### config.mk
export PLATFORM = sky130hd
export DESIGN_NAME = core_output_ctrl_flat
export DESIGN_NICKNAME = d
export VERILOG_FILES = /design/src/rtl/core_output_ctrl_if.sv /design/src/rtl/core_output_ctrl.sv /design/src/flat_wrapper.sv
export SDC_FILE = /design/constraint.sdc
export NUM_CORES = 2
export LEC_CHECK = 0
export ABC_CLOCK_PERIOD_IN_PS = 5170
export CAP_MARGIN = 20
export CORE_MARGIN = 1.5
export CORE_UTILIZATION = 30
export CTS_CLUSTER_DIAMETER = 30
export DETAILED_ROUTE_END_ITERATION = 8
export PLACE_DENSITY = 0.47
export SLEW_MARGIN = 20
export SYNTH_ARGS = -nofsm -noshare
export SYNTH_HDL_FRONTEND = slang
export SYNTH_HIERARCHICAL = 1
export SYNTH_SLANG_ARGS = --single-unit
### constraint.sdc
create_clock -name clk -period 5.17 [get_ports clk]
set_input_delay 1.034 -clock clk [delete_from_list [all_inputs] [get_ports clk]]
set_output_delay 1.034 -clock clk [all_outputs]
set_load 0.005 [all_outputs]
### src/rtl/core_output_ctrl_if.sv
// core_output_ctrl_if: row output bus from the output controller to writeback.
//   row_data  : N x OW deskewed row
//   row_valid : row_data holds a row
//   row_ready : downstream accepts the row this cycle
// master = output controller (drives data/valid), slave = writeback side.
interface core_output_ctrl_if #(
    parameter int N  = 8,
    parameter int OW = 24
);
    logic [N-1:0][OW-1:0] row_data;
    logic                 row_valid;
    logic                 row_ready;

    modport master (output row_data, output row_valid, input  row_ready);
    modport slave  (input  row_data, input  row_valid, output row_ready);
endinterface

### src/rtl/core_output_ctrl.sv
// core_output_ctrl: drain side of the systolic array. Each bottom-edge column
// result lands in its own FIFO. Columns emerge one cycle apart, and the FIFOs
// absorb that skew. A row is popped from all FIFOs at once only when every
// FIFO has data. That row is then held in a registered valid/ready stage.
//   clk, rstn  : clock, async active-low reset
//   resport    : per-column results (index 0 = column 0)
//   resvalid   : per-column write strobes
//   fulls      : per-column FIFO full flag
//   emptys     : per-column FIFO empty flag
//   ovf        : sticky per-column dropped-write flag
//   row_cnt    : rows accepted downstream (wraps)
//   row        : row output bus (master side)

// Per-column FIFO. Pointers carry an extra wrap bit so full and empty are
// distinguishable. Both flags come straight from registered pointers.
module core_output_ctrl_col #(
    parameter int OW    = 24,
    parameter int DEPTH = 8
) (
    input  logic          clk,
    input  logic          rstn,
    input  logic          wr,
    input  logic [OW-1:0] wdata,
    input  logic          pop,
    output logic [OW-1:0] head,
    output logic          full,
    output logic          empty,
    output logic          ovf
);
    localparam int AW = $clog2(DEPTH);

    logic [AW:0]   wptr, rptr;
    logic [OW-1:0] mem [DEPTH];
    logic          push;

    assign empty = (wptr == rptr);
    assign full  = (wptr[AW] != rptr[AW]) && (wptr[AW-1:0] == rptr[AW-1:0]);
    // A pop in the same cycle frees a slot, so a write at full is still taken.
    assign push  = wr && (!full || pop);
    assign head  = mem[rptr[AW-1:0]];

    always_ff @(posedge clk or negedge rstn) begin
        if (!rstn) begin
            wptr <= '0;
            rptr <= '0;
            ovf  <= 1'b0;
        end else begin
            if (push)              wptr <= wptr + (AW+1)'(1);
            if (pop)               rptr <= rptr + (AW+1)'(1);
            if (wr && full && !pop) ovf <= 1'b1;
        end
    end

    // Storage is deliberately left unreset.
    always_ff @(posedge clk) begin
        if (push) mem[wptr[AW-1:0]] <= wdata;
    end
endmodule

module core_output_ctrl #(
    parameter int N     = 8,
    parameter int OW    = 24,
    parameter int DEPTH = 8
) (
    input  logic                 clk,
    input  logic                 rstn,
    input  logic [N-1:0][OW-1:0] resport,
    input  logic [N-1:0]         resvalid,
    output logic [N-1:0]         fulls,
    output logic [N-1:0]         emptys,
    output logic [N-1:0]         ovf,
    output logic [15:0]          row_cnt,
    core_output_ctrl_if.master   row
);
    logic [N-1:0][OW-1:0] heads;
    logic [N-1:0][OW-1:0] row_data_q;
    logic                 row_valid_q;
    logic                 all_ne;
    logic                 load;

    for (genvar j = 0; j < N; j++) begin : g_col
        core_output_ctrl_col #(.OW(OW), .DEPTH(DEPTH)) u_col (
            .clk   (clk),
            .rstn  (rstn),
            .wr    (resvalid[j]),
            .wdata (resport[j]),
            .pop   (load),
            .head  (heads[j]),
            .full  (fulls[j]),
            .empty (emptys[j]),
            .ovf   (ovf[j])
        );
    end

    // A row exists only once the slowest column has delivered. The output
    // register refills when it is empty or is being drained this cycle.
    assign all_ne = &(~emptys);
    assign load   = all_ne && (!row_valid_q || row.row_ready);

    always_ff @(posedge clk or negedge rstn) begin
        if (!rstn) begin
            row_valid_q <= 1'b0;
            row_data_q  <= '0;
            row_cnt     <= '0;
        end else begin
            if (load) begin
                row_valid_q <= 1'b1;
                row_data_q  <= heads;
            end else if (row.row_ready) begin
                row_valid_q <= 1'b0;
            end
            if (row_valid_q && row.row_ready) row_cnt <= row_cnt + 16'd1;
        end
    end

    assign row.row_valid = row_valid_q;
    assign row.row_data  = row_data_q;
endmodule

### src/flat_wrapper.sv
// flat-port wrapper written by rule: the top's interface ports become plain ports
module core_output_ctrl_flat 
#(
    parameter int N     = 8,
    parameter int OW    = 24,
    parameter int DEPTH = 8
)
  (clk, rstn, resport, resvalid, fulls, emptys, ovf, row_cnt, row_row_data, row_row_valid, row_row_ready);
  core_output_ctrl_if #(.N(N), .OW(OW)) row_i ();
  input  logic clk;
  input  logic rstn;
  input  logic [N-1:0][OW-1:0] resport;
  input  logic [N-1:0] resvalid;
  output logic [N-1:0] fulls;
  output logic [N-1:0] emptys;
  output logic [N-1:0] ovf;
  output logic [15:0] row_cnt;
  output wire logic [$bits(row_i.row_data)-1:0] row_row_data;
  output wire logic [$bits(row_i.row_valid)-1:0] row_row_valid;
  input wire logic [$bits(row_i.row_ready)-1:0] row_row_ready;
  assign row_row_data = row_i.row_data;
  assign row_row_valid = row_i.row_valid;
  assign row_i.row_ready = row_row_ready;
  core_output_ctrl #(.N(N), .OW(OW), .DEPTH(DEPTH)) u_core (.clk(clk), .rstn(rstn), .resport(resport), .resvalid(resvalid), .fulls(fulls), .emptys(emptys), .ovf(ovf), .row_cnt(row_cnt), .row(row_i));
endmodule
### Yosys cells after proc, flatten, opt, wreduce, memory -nomap -nowiden

Memory sizes are Yosys's and may differ from the RTL's. A register that Yosys moved wholly into a read port is not among the register bits.
Index checks and enable logic that the tools add are counted.

* $add $sub $neg: 17
* eq/ne operators: 24
* multiplexer cells: 18
* bitwise operators: 1
* reduce and logical (&&, ||, !) cells: 63

Operators with widths (count)
* $add A4 B1 Y4 const B: 16
* $logic_and A1 B1 Y1: 34
* $eq A4 B4 Y1: 8
* $eq A3 B3 Y1: 8
* $logic_not A1 Y1: 18
* $mux W1: 18
* $add A16 B1 Y16 const B: 1
* $logic_or A1 B1 Y1: 9
* $ne A1 B1 Y1: 8
* $not A8 Y8: 1
* $reduce_and A8 Y1: 1
* $reduce_bool A2 Y1: 1

* register bits after elaboration: 89
* bits in writable memories: 1536
* input bits: 203
* logic and storage cells: 157
* memories kept: 8

Memory list
* u_core.g_col[0].u_col.mem: words 8, width 24, read ports 1, clocked after memory_dff 1, write ports 1, line core_output_ctrl.sv:33 `logic [OW-1:0] mem [DEPTH];`
* u_core.g_col[1].u_col.mem: words 8, width 24, read ports 1, clocked after memory_dff 1, write ports 1, line core_output_ctrl.sv:33
* u_core.g_col[2].u_col.mem: words 8, width 24, read ports 1, clocked after memory_dff 1, write ports 1, line core_output_ctrl.sv:33
* u_core.g_col[3].u_col.mem: words 8, width 24, read ports 1, clocked after memory_dff 1, write ports 1, line core_output_ctrl.sv:33
* u_core.g_col[4].u_col.mem: words 8, width 24, read ports 1, clocked after memory_dff 1, write ports 1, line core_output_ctrl.sv:33
* u_core.g_col[5].u_col.mem: words 8, width 24, read ports 1, clocked after memory_dff 1, write ports 1, line core_output_ctrl.sv:33
* +2 memories

### Logic depth before layout (Yosys ltp)

* word-level depth: 8
* mapped depth: 13

### Hierarchy

The synthesis kept the hierarchy.

By module, submodules not included
* core_output_ctrl_col at u_core.g_col[1].u_col ...: instances 6, cells an instance 332, area each 7920.1 um^2
* core_output_ctrl: instances 1, cells an instance 471, area each 8579.5 um^2
* core_output_ctrl_col at u_core.g_col[7].u_col: instances 1, cells an instance 341, area each 7968.9 um^2
* core_output_ctrl_col at u_core.g_col[0].u_col: instances 1, cells an instance 331, area each 7916.3 um^2

### Least setup slack after synthesis

No wires, ideal clock.

* kind: register to register
* start: reg u_core.g_col[7].u_col.wptr[0]
* end: mem u_core.g_col[7].u_col.mem[3][0] (enable)
* library setup time: 0.474 ns
* arrival: 4.975 ns
* required time: 4.696 ns
* setup slack: -0.279 ns
* cell stages (with the launch flop): 14
* period minus slack after synthesis: 5.449 ns
* cells stage by stage: dfrtp_1 > clkbuf_2 > xnor2_1 > nand3_1 > nor2_1 > nor4_2 > nand3_1 > buf_4 > buf_6 > inv_1 > clkbuf_1 > nand2b_1 > nor2_2 > nor4b_1

* longest elaborated chain between the ends: 8

Ends and longest elaborated chain
* from (decl): line core_output_ctrl.sv:32 `logic [AW:0] wptr, rptr;`
* from (signal assigned): line core_output_ctrl.sv:48 `if (push) wptr <= wptr + (AW+1)'(1);`
* $eq A4 B4 Y1: line core_output_ctrl.sv:36 `assign empty = (wptr == rptr);`
* net emptys[7]: line flat_wrapper.sv:15 `output logic [N-1:0] emptys;`
* $not A8 Y8: line core_output_ctrl.sv:97 `assign all_ne = &(~emptys);`
* $reduce_and A8 Y1: line core_output_ctrl.sv:97
* $logic_and A1 B1 Y1: line core_output_ctrl.sv:98 `assign load = all_ne && (!row_valid_q || row.row_ready);`
* net u_core.load: line core_output_ctrl.sv:79 `logic load;`
* $logic_or A1 B1 Y1: line core_output_ctrl.sv:39 `assign push = wr && (!full || pop);`
* $logic_and A1 B1 Y1: line core_output_ctrl.sv:39
* $mux W1: line core_output_ctrl.sv:56 `if (push) mem[wptr[AW-1:0]] <= wdata;`
* $mux W1 (not written as such): line core_output_ctrl.sv:56
* to (decl): line core_output_ctrl.sv:33

The timed path passes the listed nets, and every way through them passes these cells.

### Worst setup path after layout

* start: reg u_core.g_col[0].u_col.wptr[0]
* end: out emptys[0]

* longest elaborated chain between the ends: 1

Ends and longest elaborated chain (line)
* from (decl): core_output_ctrl.sv:32
* from (signal assigned): core_output_ctrl.sv:48
* $eq A4 B4 Y1: core_output_ctrl.sv:36
* to (decl): flat_wrapper.sv:15

No other way between the ends.

==> run summary <==
row count -> 179
Fmax achieved -> 248 MHz
Avg WL per Cell -> 23.3 µm
Max-slew headroom -> 29.8%
vias in the first global route -> 36776
Leak Pwr -> 33.9 nW
TritonRoute pass-1 iters -> 5
synth top area cells -> edfxtp_1 (64%), mux4_1 (14%), dfrtp_1 (9.8%)
critical-path maximum fanout -> 10
clk slew on worst S/H paths -> 0.05 ns
1st-iter DRT viols -> 1709
synth-to-layout area growth -> 32.3%
setup ws final -> 1.14 ns
worst-skew pair later-pin latency -> 0.97 ns
Worst Setup Start Kind -> register
fillers -> 21333
most numerous cell in the Yosys netlist -> edfxtp_1
final hold vios -> 0
total number of vias -> 34315
met3 Use GR -> 3.83%
most used routing layer -> met2
cts bufs inserted -> 428
share of cells above drive strength 1 -> 29.8%
status -> finished, final reports clean
Initial Utilization -> 30.2%
fin nets -> 4170
Power Total -> 67.4 mW
hpwl dp -> 98800 µm
Worst Skew -> 0.115 ns
Setup Viol. Count Final -> 0
Synth Warn # -> 6
die width -> 493 µm
Yosys cell types -> 42
GR Layer Usage met2 -> 22.9%
cts repair resizes -> 0
Synth top area share -> 64.1%
Crit Path Class -> reg2out
sequential share of the synthesized area -> 73.8%
Worst Setup End Kind -> output port
reg2reg path depth -> 11
Max-Cap Viols -> 0
fin. max-slew vios -> 0
root buf cell -> clkbuf_16
Synth Area per Inst -> 23.0 µm²
GRT overflow -> 0
reg-to-reg slack, setup -> 1.46 ns
Post-synth top cells -> edfxtp_1 (1536), mux4_1 (384), dfrtp_1 (281), mux2_2 (207), mux2_4 (169)
input/output buffers -> 435
Crit path arrival time -> 2.99 ns
net count after synthesis -> 3355
crit share post-route -> 77.9%
minimum clock period -> 4.03 ns
Antenna Violating Nets Remaining -> 0
Routed WL -> 174000 µm
post-synth top area cell -> edfxtp_1
die area -> 243000 µm²
CTS Sinks -> 1817
largest net degree at the start of global routing -> 103
r2r startpoint -> u_core/g_col[0].u_col/wptr[0]$_DFFE_PN0P_
RSZ-0062 raised after global routing -> no
DP Worst Slack -> 1.17 ns
Hold Path Class -> in2async
Post-CTS Hold Buffers -> 0
I/O Pins -> 436
Least-Margin Pin Slew -> 1.05 ns
first-pass GRT wire length -> 252000 µm
P per Cell Area -> 708 nW/µm²
DR DRC count -> 0
flip-flop and latch count after synthesis -> 1817
WP data required -> 4.14 ns
number of synthesized flops with an enable pin -> 1536
GRT Overall Usage -> 14.1%
Synth async-reset ratio -> 15.5%
Die H -> 493 µm
via/cell ratio -> 4.59
GR Layer Usage met1 -> 17.9%
Worst VDD drop -> 1.64 mV
Mapped Cells -> 3135
CTS max path bufs -> 4
CTS tree -> built
initial antenna violation count -> 42
post-CTS setup buffer count -> 0
Core Footprint -> 238000 µm²
worst r2r dst -> u_core/g_col[5].u_col/mem[3][22]$_DFFE_PP_
Main synth FF type -> edfxtp_1
GP Congestion -> 0.708
H-tree depth -> 5
Mapped Area -> 72000 µm²
==> cell usage in the layout (no fill, tap or decap), types with 9 or more instances in the layout <==
master           Yosys  routed
mux2_2             207     207
xor2_1              16      16
dfrtp_2              0      16
nor4_2               2      17
ha_1                17      17
clkinv_2             0      86
mux4_1             384     384
buf_4                9     112
xnor2_1             71      71
nand2b_1            11      11
nor2_1              31      23
clkinvlp_4           0      57
nand4_1             25      25
nor3_2               0      24
inv_1               10       9
o21ai_0             11      11
bufinv_16            0      60
clkinv_4             0      25
nand3_1             17      16
clkbuf_8             0      18
buf_12               0      11
clkbuf_16            0     431
dfrtp_1            281     265
clkbuf_1            72      47
mux2_1              23      23
mux2_4             169     169
clkinv_1             0      42
edfxtp_1          1536    1536
nand2_1             39      39
clkdlybuf4s50_1      0     434
==> power by group <==
part / switching (mW) / internal [mW] / total [mW]
Combinational: 9.44 / 10.7 / 20.1
Clock: 8.23 / 18.4 / 26.6
Sequential: 1.39 / 19.2 / 20.6
Total: 19.1 / 48.3 / 67.4
==> per-stage QoR <==
stage	area (µm²)	hold slack [ns]	utilization, %	cells	TNS [ns]
2_1_floorplan	72100	0.451	-	3135	-1.89
3_3_place_gp	80700	0.468	33.9	6687	0
3_5_place_dp	80700	0.455	33.9	6687	0
4_1_cts	95200	0.0636	40.0	7471	0
5_1_grt	95200	0.0999	40.0	7474	0
6_report	95200	0.128	40.0	7476	0
==> per-layer routing <==
metal	vias up	part of all wire (%)	routed length (µm)
li1	15118	-	-
met1	17922	43	74500
met2	809	48	84300
met3	424	5.1	8850
met4	42	3.5	6040
met5	-	0.15	268
==> cell families (layout without fill, tap and decap cells) <==
family | Yosys count | count (layout) | synth area share (%)
AOI/OAI and AO/OA | 46 | 46 | 0.429
xor gates and xnor gates | 87 | 87 | 1.06
adders and majority gates | 17 | 17 | 0.295
buffers and inverters | 183 | 1352 | 1.72
DFF | 1817 | 1817 | 73.8
muxes | 783 | 783 | 21.1
other | 0 | 5 | 0
and+or+nand+nor | 202 | 202 | 1.51
==> sequential cells by signal, summed over array words and instances, names as in the netlist <==
register and cells:
u_core/g_col.u_col/rptr 32, u_core/g_col.u_col/wptr 32, u_core/row_cnt 16, u_core/g_col.u_col/ovf 8, u_core/row.row_valid 1, u_core/row.row_data 192
u_core/g_col.u_col/mem 1536
==> critical path: stages, from the launching register on <==
cell,delay [ns]
dfrtp_1,0.62
xnor2_1,0.20
nand3_1,0.16
nor2_1,0.38
clkdlybuf4s50_1,0.68
==> worst max-delay path by stage <==
stage                                                          from                                          to  slack (ns)  depth (start not counted)
after floorplan           u_core/g_col[7].u_col/wptr[0]$_DFFE_PN0P_   u_core/g_col[7].u_col/mem[1][0]$_DFFE_PP_       -0.04                         13
after global routing      u_core/g_col[3].u_col/wptr[1]$_DFFE_PN0P_                                   emptys[3]        0.88                          4
final                     u_core/g_col[0].u_col/wptr[0]$_DFFE_PN0P_                                   emptys[0]        1.14                          4
after detailed placement                              row_row_ready  u_core/g_col[5].u_col/mem[3][17]$_DFFE_PP_        1.17                          8
after global placement                                row_row_ready  u_core/g_col[5].u_col/mem[3][20]$_DFFE_PP_        1.21                          8
after CTS                 u_core/g_col[3].u_col/wptr[1]$_DFFE_PN0P_                                   emptys[3]        0.96                          4
==> area by class of cell <==
type	count	area, µm²	share of cell area [%]
antenna	5	12.5	0.0131
sequential	1817	53200	55.8
inverter	10	40.0	0.0420
multi-input combinational	1135	18100	19.0
tap	3167	3960	4.16
clock inverter	288	3340	3.51
timing repair buffer	558	5420	5.69
clock buffer	496	11200	11.8
(Power assumes the default switching activity.)
